### src/rtl/ddr_read_sequencer_if.sv
// Request, capture-buffer and status signals of the DQS read-burst sequencer.
// Request handshake: a request transfers on a rising SCLK edge where REQ_VALID and REQ_READY are both 1; the requester holds REQ_VALID/REQ_LEN stable until then.
interface ddr_read_sequencer_if;
  logic       REQ_VALID;
  logic [3:0] REQ_LEN;
  logic       REQ_READY;
  logic       READ;
  logic       DATAVALID;
  logic       DDRCLKPOL;
  logic       BEAT_VALID;
  logic       BEAT_LAST;
  logic       DONE;
  logic       TIMEOUT_ERR;
  logic       STRAY;
  logic       POL;
  logic       POL_CHANGE;

  modport master (
    output REQ_VALID, REQ_LEN, DATAVALID, DDRCLKPOL,
    input  REQ_READY, READ, BEAT_VALID, BEAT_LAST, DONE, TIMEOUT_ERR, STRAY, POL, POL_CHANGE
  );

  modport slave (
    input  REQ_VALID, REQ_LEN, DATAVALID, DDRCLKPOL,
    output REQ_READY, READ, BEAT_VALID, BEAT_LAST, DONE, TIMEOUT_ERR, STRAY, POL, POL_CHANGE
  );
endinterface

### src/rtl/ddr_read_sequencer.sv
// Read-burst sequencer for the ECP3 DQS capture buffer: opens the READ window with a
// programmable lead/tail, counts DATAVALID beats, aborts on a beat gap and tracks DDRCLKPOL.
module ddr_read_sequencer #(
  parameter int unsigned READ_LEAD = 4,
  parameter int unsigned READ_TAIL = 2,
  parameter int unsigned TIMEOUT   = 32
) (
  input  logic                       SCLK,
  input  logic                       RST,
  ddr_read_sequencer_if.slave        bus,
  output logic [2:0]                 dbg_state
);

  typedef enum logic [2:0] {
    S_IDLE = 3'd0,
    S_LEAD = 3'd1,
    S_WAIT = 3'd2,
    S_CAPT = 3'd3,
    S_TAIL = 3'd4
  } state_t;

  localparam logic [3:0] LEAD_LD  = 4'(READ_LEAD);
  localparam logic [3:0] TAIL_LD  = 4'(READ_TAIL);
  localparam logic [7:0] TMO_LAST = 8'(TIMEOUT - 1);

  state_t     state_q, state_d;
  logic [3:0] cnt_q, cnt_d;
  logic [7:0] timer_q, timer_d;
  logic [4:0] len_q, len_d;
  logic [4:0] beats_q, beats_d;
  logic [4:0] beat_inc;
  logic       ready_q, ready_d;
  logic       read_q, read_d;
  logic       beat_valid_q, beat_valid_d;
  logic       beat_last_q, beat_last_d;
  logic       done_q, done_d;
  logic       tmo_q, tmo_d;
  logic       stray_q, stray_d;
  logic       pol_q, pol_d;
  logic       pol_valid_q, pol_valid_d;
  logic       pol_change_q, pol_change_d;

  assign beat_inc = beats_q + 5'd1;

  always_comb begin
    state_d      = state_q;
    cnt_d        = cnt_q;
    timer_d      = timer_q;
    len_d        = len_q;
    beats_d      = beats_q;
    ready_d      = ready_q;
    read_d       = read_q;
    pol_d        = pol_q;
    pol_valid_d  = pol_valid_q;
    beat_valid_d = 1'b0;
    beat_last_d  = 1'b0;
    done_d       = 1'b0;
    tmo_d        = 1'b0;
    stray_d      = 1'b0;
    pol_change_d = 1'b0;

    case (state_q)
      S_IDLE: begin
        // Ready rises one edge after reset or an abort, so it lags the IDLE entry there.
        ready_d = 1'b1;
        read_d  = 1'b0;
        stray_d = bus.DATAVALID;
        if (bus.REQ_VALID && ready_q) begin
          state_d = S_LEAD;
          len_d   = (bus.REQ_LEN == 4'd0) ? 5'd16 : {1'b0, bus.REQ_LEN};
          beats_d = 5'd0;
          cnt_d   = LEAD_LD;
          ready_d = 1'b0;
          read_d  = 1'b1;
        end
      end
      S_LEAD: begin
        stray_d = bus.DATAVALID;
        if (cnt_q == 4'd1) begin
          state_d = S_WAIT;
          timer_d = 8'd0;
        end else begin
          cnt_d = cnt_q - 4'd1;
        end
      end
      S_WAIT, S_CAPT: begin
        // A beat on the expiry edge still counts: the beat check has priority over the timer.
        if (bus.DATAVALID) begin
          beat_valid_d = 1'b1;
          beats_d      = beat_inc;
          timer_d      = 8'd0;
          if (state_q == S_WAIT) begin
            state_d      = S_CAPT;
            pol_d        = bus.DDRCLKPOL;
            pol_valid_d  = 1'b1;
            pol_change_d = pol_valid_q && (bus.DDRCLKPOL != pol_q);
          end
          if (beat_inc == len_q) begin
            beat_last_d = 1'b1;
            state_d     = S_TAIL;
            cnt_d       = TAIL_LD;
          end
        end else if (timer_q == TMO_LAST) begin
          state_d = S_IDLE;
          read_d  = 1'b0;
          tmo_d   = 1'b1;
        end else begin
          timer_d = timer_q + 8'd1;
        end
      end
      S_TAIL: begin
        stray_d = bus.DATAVALID;
        if (cnt_q == 4'd0) begin
          state_d = S_IDLE;
          read_d  = 1'b0;
          ready_d = 1'b1;
          done_d  = 1'b1;
        end else begin
          cnt_d = cnt_q - 4'd1;
        end
      end
      default: begin
        state_d = S_IDLE;
        read_d  = 1'b0;
        ready_d = 1'b0;
      end
    endcase
  end

  always_ff @(posedge SCLK) begin
    if (RST) begin
      state_q      <= S_IDLE;
      cnt_q        <= 4'd0;
      timer_q      <= 8'd0;
      len_q        <= 5'd0;
      beats_q      <= 5'd0;
      ready_q      <= 1'b0;
      read_q       <= 1'b0;
      beat_valid_q <= 1'b0;
      beat_last_q  <= 1'b0;
      done_q       <= 1'b0;
      tmo_q        <= 1'b0;
      stray_q      <= 1'b0;
      pol_q        <= 1'b0;
      pol_valid_q  <= 1'b0;
      pol_change_q <= 1'b0;
    end else begin
      state_q      <= state_d;
      cnt_q        <= cnt_d;
      timer_q      <= timer_d;
      len_q        <= len_d;
      beats_q      <= beats_d;
      ready_q      <= ready_d;
      read_q       <= read_d;
      beat_valid_q <= beat_valid_d;
      beat_last_q  <= beat_last_d;
      done_q       <= done_d;
      tmo_q        <= tmo_d;
      stray_q      <= stray_d;
      pol_q        <= pol_d;
      pol_valid_q  <= pol_valid_d;
      pol_change_q <= pol_change_d;
    end
  end

  assign bus.REQ_READY   = ready_q;
  assign bus.READ        = read_q;
  assign bus.BEAT_VALID  = beat_valid_q;
  assign bus.BEAT_LAST   = beat_last_q;
  assign bus.DONE        = done_q;
  assign bus.TIMEOUT_ERR = tmo_q;
  assign bus.STRAY       = stray_q;
  assign bus.POL         = pol_q;
  assign bus.POL_CHANGE  = pol_change_q;
  assign dbg_state       = state_q;

endmodule

### src/flat_wrapper.sv
// flat-port wrapper written by rule: the top's interface ports become plain ports
module ddr_read_sequencer_flat 
#(
  parameter int unsigned READ_LEAD = 4,
  parameter int unsigned READ_TAIL = 2,
  parameter int unsigned TIMEOUT   = 32
)
  (SCLK, RST, dbg_state, bus_REQ_VALID, bus_REQ_LEN, bus_DATAVALID, bus_DDRCLKPOL, bus_REQ_READY, bus_READ, bus_BEAT_VALID, bus_BEAT_LAST, bus_DONE, bus_TIMEOUT_ERR, bus_STRAY, bus_POL, bus_POL_CHANGE);
  ddr_read_sequencer_if bus_i ();
  input  logic SCLK;
  input  logic RST;
  output logic [2:0] dbg_state;
  input wire logic [$bits(bus_i.REQ_VALID)-1:0] bus_REQ_VALID;
  input wire logic [$bits(bus_i.REQ_LEN)-1:0] bus_REQ_LEN;
  input wire logic [$bits(bus_i.DATAVALID)-1:0] bus_DATAVALID;
  input wire logic [$bits(bus_i.DDRCLKPOL)-1:0] bus_DDRCLKPOL;
  output wire logic [$bits(bus_i.REQ_READY)-1:0] bus_REQ_READY;
  output wire logic [$bits(bus_i.READ)-1:0] bus_READ;
  output wire logic [$bits(bus_i.BEAT_VALID)-1:0] bus_BEAT_VALID;
  output wire logic [$bits(bus_i.BEAT_LAST)-1:0] bus_BEAT_LAST;
  output wire logic [$bits(bus_i.DONE)-1:0] bus_DONE;
  output wire logic [$bits(bus_i.TIMEOUT_ERR)-1:0] bus_TIMEOUT_ERR;
  output wire logic [$bits(bus_i.STRAY)-1:0] bus_STRAY;
  output wire logic [$bits(bus_i.POL)-1:0] bus_POL;
  output wire logic [$bits(bus_i.POL_CHANGE)-1:0] bus_POL_CHANGE;
  assign bus_i.REQ_VALID = bus_REQ_VALID;
  assign bus_i.REQ_LEN = bus_REQ_LEN;
  assign bus_i.DATAVALID = bus_DATAVALID;
  assign bus_i.DDRCLKPOL = bus_DDRCLKPOL;
  assign bus_REQ_READY = bus_i.REQ_READY;
  assign bus_READ = bus_i.READ;
  assign bus_BEAT_VALID = bus_i.BEAT_VALID;
  assign bus_BEAT_LAST = bus_i.BEAT_LAST;
  assign bus_DONE = bus_i.DONE;
  assign bus_TIMEOUT_ERR = bus_i.TIMEOUT_ERR;
  assign bus_STRAY = bus_i.STRAY;
  assign bus_POL = bus_i.POL;
  assign bus_POL_CHANGE = bus_i.POL_CHANGE;
  ddr_read_sequencer #(.READ_LEAD(READ_LEAD), .READ_TAIL(READ_TAIL), .TIMEOUT(TIMEOUT)) u_core (.SCLK(SCLK), .RST(RST), .bus(bus_i), .dbg_state(dbg_state));
endmodule
### config.mk
export PLATFORM = sky130hd
export DESIGN_NAME = ddr_read_sequencer_flat
export DESIGN_NICKNAME = d
export VERILOG_FILES = /design/src/rtl/ddr_read_sequencer_if.sv /design/src/rtl/ddr_read_sequencer.sv /design/src/flat_wrapper.sv
export SDC_FILE = /design/constraint.sdc
export NUM_CORES = 1
export LEC_CHECK = 0
export ABC_AREA = 1
export BUFFER_PORTS_ARGS = -buffer_cell sky130_fd_sc_hd__buf_2
export CAP_MARGIN = 40
export CORE_MARGIN = 5
export CORE_UTILIZATION = 40
export CTS_CLUSTER_SIZE = 30
export DETAILED_ROUTE_END_ITERATION = 7
export GPL_ROUTABILITY_DRIVEN = 0
export SKIP_LAST_GASP = 1
export SYNTH_ARGS = -nofsm -noshare
export SYNTH_HDL_FRONTEND = slang
export SYNTH_SLANG_ARGS = --single-unit
### constraint.sdc
create_clock -name SCLK -period 2.2 [get_ports SCLK]
set_input_delay 0.44 -clock SCLK [delete_from_list [all_inputs] [get_ports SCLK]]
set_output_delay 0.44 -clock SCLK [all_outputs]
set_load 0.005 [all_outputs]
* After elaboration in Yosys (flattened, before gate mapping)
Cells that the tools add are included.
** Operators by class
- Add/subtract/negate cells :: 3
- Multiply operators :: 0
- Divide/modulo/power cells :: 0
- Magnitude comparators :: 0
- Equality and inequality tests :: 20
- Shifts and indexed selects :: 0
- Muxes and demuxes :: 34
- Bitwise logic cells :: 7
- Reductions and logical operators :: 25
** Operators with widths (number)
- $mux W8 :: 3
- $mux W3 :: 7
- $mux W4 :: 5
- $pmux W4 S4 :: 1
- $pmux W8 S2 :: 1
- $mux W5 :: 3
- $pmux W3 S4 :: 1
- $reduce_or A3 Y1 :: 4
- $mux W1 :: 10
- $ne A2 B1 Y1 const B :: 5
- $pmux W5 S2 :: 1
- $reduce_and A3 Y1 :: 3
- $add A8 B1 Y8 const B :: 1
- $eq A8 B5 Y1 const B :: 1
- $logic_not A4 Y1 :: 2
- $ne A2 B2 Y1 const B :: 4
- $reduce_or A2 Y1 :: 4
- $not A1 Y1 :: 7
- $eq A3 B2 Y1 const B :: 2
- $reduce_and A6 Y1 :: 1
- $add A5 B1 Y5 const B :: 1
- $eq A5 B5 Y1 :: 1
- $reduce_and A5 Y1 :: 1
- $eq A4 B1 Y1 const B :: 1
- 16 further kinds :: 19
** Storage, ports and cells
- Register bits :: 35
- Latch bits :: 0
- Bits in writable memories :: 0
- ROM bits :: 0
- Input bits :: 9
- Output and inout port bits :: 12
- Word-level logic and storage cells :: 104
- Memories :: 0

* Logic depth before layout (Yosys ltp)
- Depth in word-level cells :: 5
- Gate-level depth with buffers :: 12
- Mapped depth without buffers :: 12

* Worst setup path after synthesis
OpenSTA, ideal clock, no wires.
- Path kind :: register to register
- Start :: reg u_core.beats_q[0]
- End :: reg u_core.cnt_q[0]
- Setup time :: 115 ps
- Arrival time :: 1405 ps
- Required time :: 2085 ps
- Setup slack :: 680 ps
- Stages on the path, launching flop included :: 10
- Path buffers :: 0
- Period minus slack after synthesis :: 1520 ps
- Cells stage by stage :: dfxtp_1 -> ha_1 -> nand2_1 -> nand2_1 -> nor2_1 -> nand3_1 -> nor2_4 -> nand4_2 -> a21oi_1 -> nor2_1
** Between the ends
- Word-level cells in the longest chain between the ends :: 4
** RTL lines
- from (decl) :: RTL line ddr_read_sequencer.sv:30 : logic [4:0] beats_q, beats_d;
- from (signal assigned) :: RTL line ddr_read_sequencer.sv:152 : beats_q <= beats_d;
- $add A5 B1 Y5 :: RTL line ddr_read_sequencer.sv:43 : assign beat_inc = beats_q + 5'd1;
- $eq A5 B5 Y1 :: RTL line ddr_read_sequencer.sv:98 : if (beat_inc == len_q) begin
- $ne A2 B1 Y1 (no line)
- $reduce_and A6 Y1 (no line)
- to (signal assigned) :: RTL line ddr_read_sequencer.sv:149 : cnt_q <= cnt_d;
- to (decl) :: RTL line ddr_read_sequencer.sv:27 : logic [3:0] cnt_q, cnt_d;
Every way passes these cells.
A chain may end at the register's enable or synchronous reset.

* Worst setup path in the final report
- Start :: reg u_core.beats_q[0]
- End :: reg u_core.state_q[0], in the netlist u_core.dbg_state[0]
** Between the ends
- Word-level cells in the longest chain between the ends :: 5
- Elaborated cells between the ends (all ways) :: 7
- Classes of those cells :: add/sub: 1; eq/ne: 2; mux: 3; reduce/logical: 1
** RTL lines
- $add A5 B1 Y5 (*) :: RTL line ddr_read_sequencer.sv:43
- $eq A5 B5 Y1 (*) :: RTL line ddr_read_sequencer.sv:98
- $mux W3 :: RTL line ddr_read_sequencer.sv:98
- $mux W3 :: RTL line ddr_read_sequencer.sv:88 : if (bus.DATAVALID) begin
- $pmux W3 S4 :: RTL line ddr_read_sequencer.sv:62 : case (state_q)
- to (signal assigned) :: RTL line ddr_read_sequencer.sv:148 : state_q <= state_d;
- to (decl) :: RTL line ddr_read_sequencer.sv:26 : state_t state_q, state_d;
Mark *: on every way between the ends. The rest lies on a longest branch, timed or not.

==> metrics.md <==
| Metric | Value |
|---|---|
| Max clock buf depth | 2 |
| Synth Area in Adders | about 2.7% |
| Ports | 21 |
| Via count | 1650 |
| Syn Inst Count | 254 |
| Vias in the first global route | 1602 |
| DRT iter0 DRCs | 114 |
| Final wirelength | 4020 µm |
| Crit path kind | reg -> reg |
| Register area share after synthesis | 38.1% |
| Max_cap viols | 0 |
| Filler Cell Count | 443 |
| Worst stage delay on the critical path | 0.41 ns |
| Post-DR vias/cell | between 4 and 5 |
| R2r endpoint | u_core.dbg_state[0] |
| Final Cell Area | 2090 µm² |
| Worst-path cell chain | ha_1 -> nand2_2 -> o21ai_2 -> nand3_1 -> nand2_1 -> nand3_2 -> a21oi_2 -> nand2_1 -> a21oi_1 |
| Worst Setup EP | u_core.dbg_state[0] |
| Synth top area share | a little under two fifths |
| Cell Area, Placed | 1990 µm² |
| Critical path data arrival time | 1.94 ns |
| Cell row count | 24 |
| Initial Util | about two fifths |
| Area delta synth->final | 14.0% |
| Top cells by area, synth | dfxtp_1 38%, nand2_1 9.6%, inv_1 8.0% |
| Ys async rst share | 0% |
| Number of enable flip-flop cells after synthesis | 0 |
| Post-Syn Nets | around 270 |
| Die Ht | around 78 µm |
| Hpwl dp | about 3000 µm |
| Clock tree root buffer cell | clkbuf_8 |
| First-pass GRT wire length | approximately 7000 µm |
| FF+latch count, synth | 35 |
| CTS tree | done |
| Clk Latency, worst-skew pair | 0.29 ns |
| Power per standard cell area | 1180 nW/µm² |
| DRC viols | 0 |
| Critical Path Start Type | register |
| Synth area leader | dfxtp_1 |
| Cells on worst reg2reg path | 9 |
| Share of cells above drive strength 1 | 17.9% |
| Relative slew slack | between 70 and 80% |
| Status | completed |
| Port Buf Inserts | 20 |
| Total track usage | 13.8% |
| Floorplan core area | 4410 µm² |
| Post-synthesis simple-gate area fraction | 31.9% |
| Final hold vios | 0 |
| Synth Area in XOR/XNOR | 1.43% |
| Slowest-stage cell, CP | dfxtp_1 |
| Multiplexer share of the synthesized area | 0% |
| Post-synth top cells | 47 x nand2_1, 39 x inv_1, 35 x dfxtp_1 |
| Critical path peak fanout | 5 |
| Gr ovfl total | 0 |
| Final setup viols | 0 |
| R2r startpoint | u_core.beats_q[0] |
| Fmax | 580 MHz |
| RSZ-0062 raised after global routing | false |
| Top_reg_cell synth | dfxtp_1 |
| Antenna Diode Count | 0 |
| Routed WL per cell | 12.1 µm |
| Detail Route Antenna Nets | 0 |
| Final period util | 78.4% |
| Die ar. | 6050 µm² |
| Initial antenna violation count | 0 |
| Placed cell count | 323 |
| Ys Warns | 0 |
| Hold/Removal Path Class | in -> reg |
| Total Power | 0.00247 W |
| Measured slew at the worst slew-check pin | 0.416 ns |
| TritonCTS Sinks | 35 |
| Syn Std Cell Area | 1840 µm² |
| Static Leakage | 0.942 nW |
| CP Launch Point | u_core.beats_q[0] |
| Die Span X | 77.8 µm |
| Yosys cell types | 34 |
| Post-CTS sizing | 0 |
| Tmin final | 1.72 ns |
| Final Skew | 0.00654 ns |
| Synthesized area per cell | 7.23 µm² |
| Largest net degree at the start of global routing | 18 |
| Fin Setup TNS | 0 ns |
| H-tree Lvls | 2 |
| CTS Buf Count | 5 |
| CTS clk-pin slew, worst paths | 0.07 ns |
| Crit. End Element | register |
| Drt pass-1 iters | 4 |
| Fin cells | approximately 330 |
| Postcts setup bufs | 0 |
| Nets | 291 |
| R2r setup slk | 0.48 ns |
| Compound-gate portion of the synthesized area | 16.0% |
| Top cell by count, worst path | nand2_1 |
| Fin. max-slew vios | 0 |
| Hold buffers post-CTS | 0 |
| VDD IR max | 0.644 mV |
| Main combinational cell family by area after synthesis | simple AND/OR/NAND/NOR gates |
| CP required | 2.42 ns |
| Top-count cell post-synth | nand2_1 |
==> where the power goes <==
part	total, W	leakage [nW]	switching (W)	internal, W
logic	0.00109	0.606	0.000706	0.000385
clock network	0.000521	0.0515	0.000235	0.000286
registers	0.000858	0.285	0.000102	0.000756
total	0.00247	0.942	0.00104	0.00143
==> metrics by stage <==
step                      util [%]  setup slack, ns  hold WS, ns
after global routing          47.4            0.236        0.365
after floorplan                  -            0.680        0.430
after detailed placement      45.2            0.508        0.450
after CTS                     47.4            0.473        0.355
final                         47.4            0.476        0.363
after global placement        45.2            0.471        0.447
==> how the worst min path moves through the flow <==
| stage | from | to | slack, ns | cells after the start |
|---|---|---|---|---|
| final | bus_DDRCLKPOL | u_core.bus.POL_CHANGE | 0.36 | 2 |
| after global placement | u_core.pol_valid_q | u_core.pol_valid_q | 0.45 | 2 |
| after floorplan | u_core.pol_valid_q | u_core.pol_valid_q | 0.43 | 2 |
| after detailed placement | u_core.pol_valid_q | u_core.pol_valid_q | 0.45 | 2 |
| after global routing | bus_DDRCLKPOL | u_core.bus.POL_CHANGE | 0.37 | 2 |
| after CTS | bus_DDRCLKPOL | u_core.bus.POL_CHANGE | 0.35 | 2 |
==> cells by family after synthesis <==
group                      Yosys count
and+or+nand+nor                    116
AOI/OAI and AO/OA                   49
buffers and inverters               47
DFF                                 35
adders and majority gates            4
xor gates and xnor gates             3
==> cell type report <==
class	instances	area [µm²]	area share (%)
sequential	35	701	33.5
tap	52	65.1	3.11
inverter	43	164	7.83
multi-input combinational	172	956	45.7
clock buffer	8	100	4.78
timing repair buffer	21	108	5.14
==> worst max-delay path: cells and delay by family (launching register included) <==
family / cells / cell delay [ns]
DFF: 1 / 0.41
adders and majority gates: 1 / 0.24
and+or+nand+nor: 5 / 0.58
AOI/OAI and AO/OA: 3 / 0.45
==> state kept, by name, indices dropped and copies added (netlist names) <==
name	flops
u_core.beats_q	5
u_core.bus.POL	1
u_core.pol_valid_q	1
u_core.len_q	5
u_core.cnt_q	4
u_core.dbg_state	3
u_core.bus.BEAT_LAST	1
u_core.bus.STRAY	1
u_core.bus.BEAT_VALID	1
u_core.timer_q	8
u_core.bus.READ	1
u_core.bus.POL_CHANGE	1
u_core.bus.DONE	1
u_core.bus.REQ_READY	1
u_core.bus.TIMEOUT_ERR	1
==> per-layer routing <==
layer / share of wire [%] / track usage, %
met4: 1.8 / 6.53
met3: 4.4 / 3.70
met5: 0 / 0
met1: 51 / 18.2
met2: 43 / 21.0
==> placed cells by master (no fill, tap or decap), types with 4 or more instances in the layout <==
master / netlist / final
a211oi_1: 6 / 6
a21oi_1: 18 / 18
a31oi_1: 5 / 5
buf_2: 1 / 20
clkbuf_8: 0 / 7
dfxtp_1: 35 / 35
ha_1: 4 / 4
inv_1: 39 / 39
nand2_1: 47 / 47
nand3_1: 17 / 17
nand4_1: 9 / 9
nor2_1: 23 / 23
nor2_4: 4 / 4
o211ai_1: 4 / 4
o21ai_0: 11 / 11
(Power assumes the default switching activity.)
